===== config.mk =====
export PLATFORM = sky130hd
export DESIGN_NAME = pipe_stage_buf
export DESIGN_NICKNAME = d
export VERILOG_FILES = /design/src/rtl/pipe_stage_buf.sv
export SDC_FILE = /design/constraint.sdc
export NUM_CORES = 1
export LEC_CHECK = 0
export ABC_CLOCK_PERIOD_IN_PS = 4700
export CAP_MARGIN = 20
export CORE_MARGIN = 5
export CORE_UTILIZATION = 45
export CTS_BUF_LIST = sky130_fd_sc_hd__clkbuf_8
export CTS_CLUSTER_SIZE = 30
export DETAILED_ROUTE_END_ITERATION = 16
export HOLD_SLACK_MARGIN = 0.05
export PLACE_DENSITY = 0.86
export SLEW_MARGIN = 25
export SYNTH_ARGS = -nofsm -noshare
export SYNTH_HDL_FRONTEND = slang
export SYNTH_SLANG_ARGS = --single-unit
export TNS_END_PERCENT = 30

===== constraint.sdc =====
create_clock -name clk -period 4.7 [get_ports clk]
set_clock_uncertainty 0.05 [all_clocks]
set_input_delay 0.47 -clock clk [delete_from_list [all_inputs] [get_ports clk]]
set_output_delay 0.47 -clock clk [all_outputs]
set_load 0.01 [all_outputs]

===== src/rtl/pipe_stage_buf.sv =====
`default_nettype none
// ============================================================================
//  Module   : pipe_stage_buf
//  Purpose  : Parametrised inter-stage pipeline buffer carrying a PC and an
//             instruction word over a valid/ready handshake with backpressure.
//             All state updates on the falling clock edge.
//             Reset is asynchronous and active-low.
//  Options  : PIPE_BUF_SKID_EN
//             - defined:   two-entry skid buffer with registered i_ready
//             - undefined: single entry with combinational i_ready
//  Revision : 1.0 - initial release
// ============================================================================
module pipe_stage_buf #(
  parameter int                 PC_W      = 32,
  parameter int                 INSTR_W   = 32,
  parameter logic [INSTR_W-1:0] NOP_INSTR = {INSTR_W{1'b0}}
) (
  input  logic               clk,
  input  logic               rst,
  input  logic               flush,
  input  logic               i_valid,
  output logic               i_ready,
  input  logic [PC_W-1:0]    i_pc,
  input  logic [INSTR_W-1:0] i_instruction,
  output logic               o_valid,
  input  logic               o_ready,
  output logic [PC_W-1:0]    o_pc,
  output logic [INSTR_W-1:0] o_instruction
);

`ifdef PIPE_BUF_SKID_EN
  typedef enum logic [1:0] {
    EMPTY = 2'd0,
    ONE   = 2'd1,
    FULL  = 2'd2
  } state_t;
`else
  typedef enum logic [0:0] {
    EMPTY = 1'b0,
    ONE   = 1'b1
  } state_t;
`endif

  state_t             state;
  state_t             state_nxt;
  logic [PC_W-1:0]    main_pc;
  logic [INSTR_W-1:0] main_instr;
  logic               load_main_in;
  logic               accept;
  logic               consume;

`ifdef PIPE_BUF_SKID_EN
  logic [PC_W-1:0]    skid_pc;
  logic [INSTR_W-1:0] skid_instr;
  logic               load_skid;
  logic               load_main_skid;
`endif

  assign o_valid       = (state != EMPTY);
  assign o_pc          = main_pc;
  assign o_instruction = o_valid ? main_instr : NOP_INSTR;

`ifdef PIPE_BUF_SKID_EN
  // Skid occupancy is the FULL state, so i_ready comes straight from a register.
  assign i_ready = (state != FULL);
`else
  // Without a skid entry the buffer can only take a word if the held one leaves.
  assign i_ready = ~o_valid | o_ready;
`endif

  assign accept  = i_valid & i_ready;
  assign consume = o_valid & o_ready;

  // Next-state and data-load selection; flush overrides every transition.
  always_comb begin
    state_nxt      = state;
    load_main_in   = 1'b0;
`ifdef PIPE_BUF_SKID_EN
    load_skid      = 1'b0;
    load_main_skid = 1'b0;
`endif
    if (flush) begin
      state_nxt = EMPTY;
    end else begin
      case (state)
        EMPTY: begin
          if (accept) begin
            state_nxt    = ONE;
            load_main_in = 1'b1;
          end
        end
        ONE: begin
          if (accept && consume) begin
            load_main_in = 1'b1;
`ifdef PIPE_BUF_SKID_EN
          end else if (accept) begin
            state_nxt = FULL;
            load_skid = 1'b1;
`endif
          end else if (consume) begin
            state_nxt = EMPTY;
          end
        end
`ifdef PIPE_BUF_SKID_EN
        FULL: begin
          if (consume) begin
            state_nxt      = ONE;
            load_main_skid = 1'b1;
          end
        end
`endif
        default: state_nxt = EMPTY;
      endcase
    end
  end

  // State register, cleared asynchronously by reset.
  always_ff @(negedge clk or negedge rst) begin
    if (!rst) state <= EMPTY;
    else      state <= state_nxt;
  end

  // Main entry: loads from the input or is refilled from the skid entry.
  always_ff @(negedge clk or negedge rst) begin
    if (!rst) begin
      main_pc    <= '0;
      main_instr <= NOP_INSTR;
    end else if (load_main_in) begin
      main_pc    <= i_pc;
      main_instr <= i_instruction;
`ifdef PIPE_BUF_SKID_EN
    end else if (load_main_skid) begin
      main_pc    <= skid_pc;
      main_instr <= skid_instr;
`endif
    end
  end

`ifdef PIPE_BUF_SKID_EN
  // Skid entry captures the one word accepted after downstream stalls.
  always_ff @(negedge clk or negedge rst) begin
    if (!rst) begin
      skid_pc    <= '0;
      skid_instr <= NOP_INSTR;
    end else if (load_skid) begin
      skid_pc    <= i_pc;
      skid_instr <= i_instruction;
    end
  end
`endif

endmodule
`default_nettype wire


==> flow_metrics.env, run 1 <==
export IMPL_final_cells=400
export IMPL_synth_area_mm2=0.00296
export IMPL_yosysWarningCount=0
export IMPL_insertion_delay_ps=320
export IMPL_path_clk_slew_ps=40
export IMPL_seqCellArea_mm2=0.00163
export IMPL_status="finished clean"
export IMPL_routed_wl_um=7000
export IMPL_arrival_ps=4070
export IMPL_tightest_slew_ps=352
export IMPL_power_leakage_nw=2.01
export IMPL_grt_max_degree=66
export IMPL_grt_pass1_wl_um=11100
export IMPL_yosys_area_top_type="dfrtn_1"
export IMPL_holdBufCountCts=0
export IMPL_synth_avg_cell_area_um2=16.8
export IMPL_slew_headroom_pct=76.5
export IMPL_hold_slack_ps=401
export IMPL_netlist_top_cells_area="dfrtn_1 (55%), mux2_4 (30%), and2_1 (6.4%)"
export IMPL_cts_tree="done"
export IMPL_dp_hpwl_um=5150
export IMPL_core_mm2=0.00639
export IMPL_start_util_pct=46.3
export IMPL_die_h_um=91.0
export IMPL_cts_resized=0
export IMPL_die_w_um=91.0
export IMPL_postRouteAntennaNets=0
export IMPL_power_density_mw_per_mm2=372
export IMPL_drc=0
export IMPL_layout_nets=387
export IMPL_port_buffers=134
export IMPL_synth_top_cell_area_share_pct=55.0
export IMPL_fin_ws_ps=109
export IMPL_cp_data_required_time_ps=4180
export IMPL_die_area_mm2=0.00829
export IMPL_first_global_vias=2153
export IMPL_synthArstFlopShare_pct=100
export IMPL_synth_edf_count=0
export IMPL_cts_num_sinks=65
export IMPL_synthTopCellsByCount="dfrtn_1 (65), mux2_4 (60), and2_1 (30)"
export IMPL_endpoint_kind="output port"
export IMPL_clockBufferDepth=2
export IMPL_placed_area_mm2=0.00437
export IMPL_vias_per_cell=4.76
export IMPL_n_fill_cell=433
export IMPL_dp_cells=384
export IMPL_ys_types=12
export IMPL_max_vdd_ir_drop_uv=253
export IMPL_synth_nets=245
export IMPL_cts_max_level=3
export IMPL_vias=1903
export IMPL_syn2layout_area_growth_pct=55.6
export IMPL_place_ws_ps=146
export IMPL_n_antenna_cell=0
export IMPL_multiInputGateArea_mm2=0.00119
export IMPL_drive_gt1_share_pct=28.5
export IMPL_rows=29
export IMPL_drt_pass1_iter_count=4
export IMPL_startpoint_type="flip-flop"
export IMPL_worst_setup_path_type="flip-flop to output port"
export IMPL_antenna_found_initial=0
export IMPL_initialDrtViolationCount=25
export IMPL_ios=135
export IMPL_stdcell_area_mm2=0.00460
export IMPL_cap_violations=0
export IMPL_hold_path_class="flip-flop to flip-flop"
export IMPL_synth_seq_cells=65
export IMPL_finalSetupTns_ps=0
export IMPL_numCtsBuffers=9
export IMPL_rsz0062_at_grt="false"
export IMPL_overflow=0
export IMPL_synth_cells=176
export IMPL_crit_fanout=31
export IMPL_grtUsageTotal_pct=16.8
export IMPL_cts_root_buf="clkbuf_8"
export IMPL_hold_violations=0
export IMPL_synth_ff_type="dfrtn_1"
export IMPL_finalSetupViolations=0
export IMPL_yosysSeqAreaShare_pct=55.0
export IMPL_place_gp_congestion=0.743
export IMPL_yosysMostFrequentCell="dfrtn_1"
export IMPL_post_cts_buffers=0
export IMPL_wl_per_cell_um=17.5
export IMPL_slew_violations=0
==> report_power, final <==
part	internal [W]	total [W]	switching [W]
logic	0.000314	0.000454	0.000140
clock network	0.000326	0.000538	0.000212
registers	0.000664	0.000718	0.0000536
==> registers in the layout, summed over array words and instances, names as in the netlist <==
signal	flops
main_instr	32
o_pc	32
o_valid	1
==> area by class of cell <==
| cell class | instances | area share, % |
|---|---|---|
| sequential | 65 | 35.4 |
| timing repair buffer | 141 | 31.6 |
| multi-input combinational | 100 | 25.8 |
| clock buffer | 11 | 3.29 |
| tap | 77 | 2.09 |
| clock inverter | 5 | 1.69 |
| inverter | 1 | 0.0816 |
==> cells in the final DEF, fill, tap and decap left out <==
cell type	n
dfrtn_1	65
buf_4	1
clkinv_2	2
buf_2	1
clkdlybuf4s50_1	133
buf_6	1
and2_1	30
bufinv_16	2
clkbuf_8	11
mux2_4	60
mux2_2	4
inv_1	1
clkinvlp_4	1
nor2_1	2
buf_12	5
nor2b_4	1
nor3b_4	1
and2_2	2
==> routing by layer <==
metal	GRT usage, %	vias up	wire (um)
met1	19.8	927	2770
met5	0	-	0
met2	27.9	84	3480
met4	6.23	0	136
met3	6.53	12	615
li1	-	880	-
==> cell families after synthesis <==
kind of cell | share of synthesized area (%)
buffers and inverters | 4.95
muxes | 32.0
and+or+nand+nor | 8.00
DFF | 55.0
==> worst paths after layout <==
kind,start,endpoint,slack (ps),cells after the start
worst max-delay path,o_valid,o_instruction[9],110,3
worst min-delay path,o_pc[21],o_pc[21],400,1
worst min register to register,o_pc[21],o_pc[21],400,1
min in group asynchronous,rst,o_pc[13],2330,2
max in group asynchronous,rst,main_instr[30],1940,2
worst max register to register,o_valid,main_instr[24],3050,5
==> worst max-delay path, cell delays in order (launching register included) <==
cell	delay [ps]
dfrtn_1	450
buf_6	220
and2_1	170
clkdlybuf4s50_1	550
==> stage by stage <==
stage | util, % | total power, W
detailed placement | 68.4 | 0.00118
CTS | 72.0 | 0.00173
global placement | 68.4 | 0.00117
global route | 72.0 | 0.00178
floorplan | - | 0.000938
finish | 72.0 | 0.00171
Power figures use the tool's default switching activity.
==> run 2: changes to the inputs <==
--- a/config.mk
+++ b/config.mk
@@ -18,4 +18,3 @@
 export SYNTH_ARGS = -nofsm -noshare
 export SYNTH_HDL_FRONTEND = slang
 export SYNTH_SLANG_ARGS = --single-unit
-export TNS_END_PERCENT = 30
==> results of run 2 <==
Same layout as run 1: the final DEF is identical, and so are final timing and power.
